File: src/rtl/rr_grant_arbiter8_pkg.sv
// rr_grant_arbiter8_pkg: shared state encoding and default sizing for the round-robin arbiter
package rr_grant_arbiter8_pkg;
  typedef enum logic {IDLE = 1'b0, BUSY = 1'b1} state_e;
  localparam int DEF_SEL_W    = 3;
  localparam int DEF_MAX_HOLD = 16;
  localparam int DEF_CNT_W    = 5;
endpackage

File: src/rtl/rr_grant_arbiter8_onehot_decode.sv
// onehot_decode: binary index to one-hot vector, forced to zero when not enabled
module onehot_decode
  import rr_grant_arbiter8_pkg::*;
#(
  parameter int SEL_W = DEF_SEL_W
) (
  input  logic [SEL_W-1:0]    idx,
  input  logic                en,
  output logic [2**SEL_W-1:0] onehot
);
  assign onehot = en ? (2**SEL_W)'(1) << idx : '0;
endmodule

File: src/rtl/rr_grant_arbiter8.sv
// rr_grant_arbiter8: round-robin arbiter with hold-until-release, hold-time limit and a turnaround gap
module rr_grant_arbiter8
  import rr_grant_arbiter8_pkg::*;
#(
  parameter int SEL_W    = DEF_SEL_W,
  parameter int MAX_HOLD = DEF_MAX_HOLD,
  parameter int CNT_W    = DEF_CNT_W
) (
  input  logic                clk,
  input  logic                rst,
  input  logic [2**SEL_W-1:0] req,
  output logic [2**SEL_W-1:0] grant,
  output logic [SEL_W-1:0]    grant_idx,
  output logic                grant_valid,
  output logic                timeout
);
  localparam int N = 2**SEL_W;
  localparam logic [CNT_W-1:0] LIMIT = CNT_W'(MAX_HOLD == 0 ? 0 : MAX_HOLD - 1);
  state_e state_q, state_d;
  logic [SEL_W-1:0] idx_q, idx_d, last_q, last_d, win, cand;
  logic [CNT_W-1:0] hold_q, hold_d;
  logic to_q, to_d, found;
  // scan starts just after the previous owner, so the previous owner is examined last
  always_comb begin
    win   = '0;
    found = 1'b0;
    cand  = '0;
    for (int k = 1; k <= N; k++) begin
      cand = last_q + SEL_W'(k);
      if (!found && req[cand]) begin
        win   = cand;
        found = 1'b1;
      end
    end
  end
  always_comb begin
    state_d = state_q;
    idx_d   = idx_q;
    last_d  = last_q;
    hold_d  = hold_q;
    to_d    = 1'b0;
    if (state_q == IDLE) begin
      if (found) begin
        state_d = BUSY;
        idx_d   = win;
        last_d  = win;
        hold_d  = '0;
      end
    end else if (!req[idx_q]) begin
      state_d = IDLE;
    end else if (MAX_HOLD != 0 && hold_q == LIMIT) begin
      state_d = IDLE;
      to_d    = 1'b1;
    end else begin
      hold_d = (&hold_q) ? hold_q : hold_q + CNT_W'(1);
    end
  end
  always_ff @(posedge clk or posedge rst) begin
    if (rst) begin
      state_q <= IDLE;
      idx_q   <= '0;
      last_q  <= '1;
      hold_q  <= '0;
      to_q    <= 1'b0;
    end else begin
      state_q <= state_d;
      idx_q   <= idx_d;
      last_q  <= last_d;
      hold_q  <= hold_d;
      to_q    <= to_d;
    end
  end
  assign grant_valid = (state_q == BUSY);
  assign grant_idx   = idx_q;
  assign timeout     = to_q;
  onehot_decode #(.SEL_W(SEL_W)) u_dec (
    .idx   (idx_q),
    .en    (grant_valid),
    .onehot(grant)
  );
endmodule

File: config.mk
export PLATFORM = sky130hd
export DESIGN_NAME = rr_grant_arbiter8
export DESIGN_NICKNAME = d
export VERILOG_FILES = /design/src/rtl/rr_grant_arbiter8_pkg.sv /design/src/rtl/rr_grant_arbiter8_onehot_decode.sv /design/src/rtl/rr_grant_arbiter8.sv
export SDC_FILE = /design/constraint.sdc
export NUM_CORES = 1
export LEC_CHECK = 0
export ABC_AREA = 1
export BUFFER_PORTS_ARGS = -buffer_cell sky130_fd_sc_hd__clkbuf_2
export CAP_MARGIN = 20
export CORE_MARGIN = 5
export CORE_UTILIZATION = 61
export DETAILED_ROUTE_END_ITERATION = 16
export GPL_TIMING_DRIVEN = 0
export PLACE_DENSITY_LB_ADDON = 0.12
export REMOVE_ABC_BUFFERS = 1
export SYNTH_ARGS = -nofsm -noshare
export SYNTH_HDL_FRONTEND = slang
export SYNTH_HIERARCHICAL = 1
export SYNTH_SLANG_ARGS = --single-unit
File: constraint.sdc
create_clock -name clk -period 4.44 [get_ports clk]
set_input_delay 0.222 -clock clk [delete_from_list [all_inputs] [get_ports clk]]
set_output_delay 0.222 -clock clk [all_outputs]
set_load 0.005 [all_outputs]
==> flow_metrics.py <==
metrics = {
    "logic_synthesis": {
        "syn_avg_cell_area_um2": 6.26,
        "yosysSeqAreaShare_pct": 22.4,
        "synth_edf_count": 0,
        "ys.flop_type": "dfrtp_1",
        "synth_top_area_cell": "nand2_1",
        "yosys.cell_types.count": 32,
        "synth.area.top_cells": "nand2_1, dfrtp_1, nand3_1",
        "async_reset_ff_share_pct": 100,
        "synth_warnings": 6,
        "ys_ff_latch": 13,
        "netlist_area_um2": 1470,
        "syn_inst": 235,
        "synth_top_area_share_pct": 19.9,
    },
    "clock_tree": {
        "cts-buffers-inserted": 3,
        "root_buffer": "clkbuf_4",
        "postCtsHoldBufs": 1,
        "clk_pin_slew_ps": 80,
        "clkLatencyLatePin_ps": 270,
        "cts.path.max_buffers": 2,
        "postCtsSetupBuffers": 0,
        "cts_resized": 0,
        "h-tree-depth": 1,
        "cts.sink_count": 13,
        "cts_tree": "done",
    },
    "timing": {
        "timing_hold_violations_final": 0,
        "setup_viol": 0,
        "post-route-period-util_pct": 66.6,
        "relSlewSlack_pct": 68.9,
        "rsz0062_at_grt": "no",
        "slew_viol_final": 0,
        "worstMarginPinSlew_ps": 466,
        "clock_skew_ps": 3.58,
        "period_needed_ps": 2960,
        "fmaxAchievable_ghz": 0.338,
        "fin_tns_setup_ps": 0,
    },
    "die": {
        "die_h_um": 59.1,
        "coreArea_um2": 2250,
        "num_rows": 17,
        "start_util_pct": 65.2,
        "ioPinCount": 23,
        "die_x_um": 59.1,
        "fp.dieArea_um2": 3490,
    },
    "critical_path": {
        "cp_data_required_time_ps": 4600,
        "worst_setup_path_end_kind": "flip-flop",
        "crit_path_top_delay_cell": "dfstp_2",
        "worstPathCellList": "inv_1 > ha_1 > inv_1 > nand3_1 > nand3_1 > nand2_1 > inv_1 > nand4_4 > nor2_4 > nand3_2 > nand2_4 > nand2_2 > nand2_1 > nand2_1",
        "path_class": "flip-flop to flip-flop",
        "cp.arrival_ps": 3120,
        "start_kind": "flip-flop",
        "crit_fanout": 13,
        "crit_buf_inv": 3,
        "critPathTopFamily": "simple AND/OR/NAND/NOR gates",
        "cp_slowest_stage_delay_ps": 720,
    },
    "final_layout": {
        "diodes": 0,
        "multi_input_area_um2": 981,
        "layout_common_cells": "nand2_1, nand3_1, nor2_1",
        "instances_no_fill": 285,
        "nets": 273,
        "final_common_cell": "nand2_1",
        "regArea_um2": 329,
        "syn2layout_area_growth_pct": 8.08,
        "fillers": 227,
        "finalInstanceArea_um2": 1590,
        "final_layout_size_suffix_gt1_share_pct": 17.9,
    },
    "grt": {
        "grt.overflow.total": 0,
        "antenna_found_initial": 0,
        "grtUsageMet2_pct": 38.3,
        "grt_usage_pct": 21.3,
        "grt_pass1_vias": 1414,
        "gr-max-usage-layer": "met2",
        "grt_util_met1_pct": 26.6,
        "grt.met3_usage_pct": 1.53,
        "grt_max_degree": 14,
        "grt_pass1_wl_mm": 5.96,
    },
    "detailed_routing": {
        "drtIter0Drc": 69,
        "finalWirelength_mm": 3.38,
        "viasPerCell": 5.39,
        "wire_per_inst_um": 11.8,
        "dr.pass1.iters": 4,
        "ant_nets": 0,
        "num_vias": 1535,
        "drc": 0,
    },
    "placement": {
        "dp_hpwl_mm": 2.72,
        "gp_congestion": 0.908,
        "dpl_cell_area_um2": 1550,
        "placed_cells": 280,
        "port_buffers": 22,
    },
    "worst_hold_path": {
        "hp-class": "input pin to flip-flop",
    },
    "job": {
        "maxCapViolations": 0,
    },
    "outcome": {
        "status": "finished clean",
    },
}
==> sequential cells by signal, summed over array words and instances, names as in the netlist <==
| register | flops |
|---|---|
| timeout | 1 |
| grant_idx | 3 |
| grant_valid | 1 |
| last_q | 3 |
| hold_q | 5 |
==> path summary, 6_finish.rpt <==
check | startpoint | to | slack, ps | depth (start not counted)
worst max-delay path | last_q[1]$_DFFE_PP1P_ | hold_q[2]$_DFFE_PP0P_ | 1480 | 14
worst min-delay path | req[1] | timeout$_DFF_PP0_ | 430 | 5
worst max register to register | last_q[1]$_DFFE_PP1P_ | hold_q[2]$_DFFE_PP0P_ | 1480 | 14
worst min register to register | hold_q[0]$_DFFE_PP0P_ | hold_q[0]$_DFFE_PP0P_ | 520 | 1
max in group asynchronous | rst | last_q[1]$_DFFE_PP1P_ | 3620 | 3
min in group asynchronous | rst | timeout$_DFF_PP0_ | 480 | 3
==> per-layer routing <==
metal / routed length [µm] / up-vias
li1: - / 797
met1: 1470 / 701
met2: 1760 / 28
met3: 75 / 9
met4: 72 / 0
met5: 0 / -
==> worst reg2reg max path: cells and delay by family (launching register included) <==
family	cells	cell delay, ps
AND/OR/NAND/NOR	10	1150
flip-flops	1	720
buffers and inverters	3	530
adder cells (fa/ha/maj)	1	440
==> cells in the mapped netlist (2+ instances only) <==
cell,count
nand2_1,78
nand3_1,35
nor2_1,32
inv_1,25
dfrtp_1,10
o21ai_0,7
ha_1,5
nand3_2,4
a21oi_1,3
buf_6,3
dfstp_2,3
nand2_2,3
a31oi_1,2
nand2_4,2
nand4_1,2
nor2_4,2
nor3_1,2
o211ai_1,2
xnor2_1,2
==> layout make-up <==
cell class	instances	share of cell area, %
well taps	28	2.20
multi-input cells	191	61.7
repair buffers	23	7.56
inverters	26	6.14
clock buffers	4	1.65
flip-flops and latches	13	20.7
==> kinds of logic after synthesis <==
family	after synthesis	share of synthesized area [%]
compound gates	17	6.64
simple gates	165	52.2
buf+inv	31	10.9
flops	13	22.4
fa+ha+maj	5	4.26
xor+xnor	4	3.66
==> metrics by stage <==
| stage | hold slack, ps | setup WS [ps] | util [%] |
|---|---|---|---|
| floorplan | 96.8 | 2000 | - |
| global placement | 235 | 1590 | 68.9 |
| detailed placement | 233 | 1550 | 68.9 |
| CTS | 441 | 1500 | 70.5 |
| global route | 463 | 1290 | 70.5 |
| finish | 434 | 1480 | 70.5 |
Power is not shown: default switching activity piles up to over one toggle a cycle in this logic, so the estimate is an artifact.
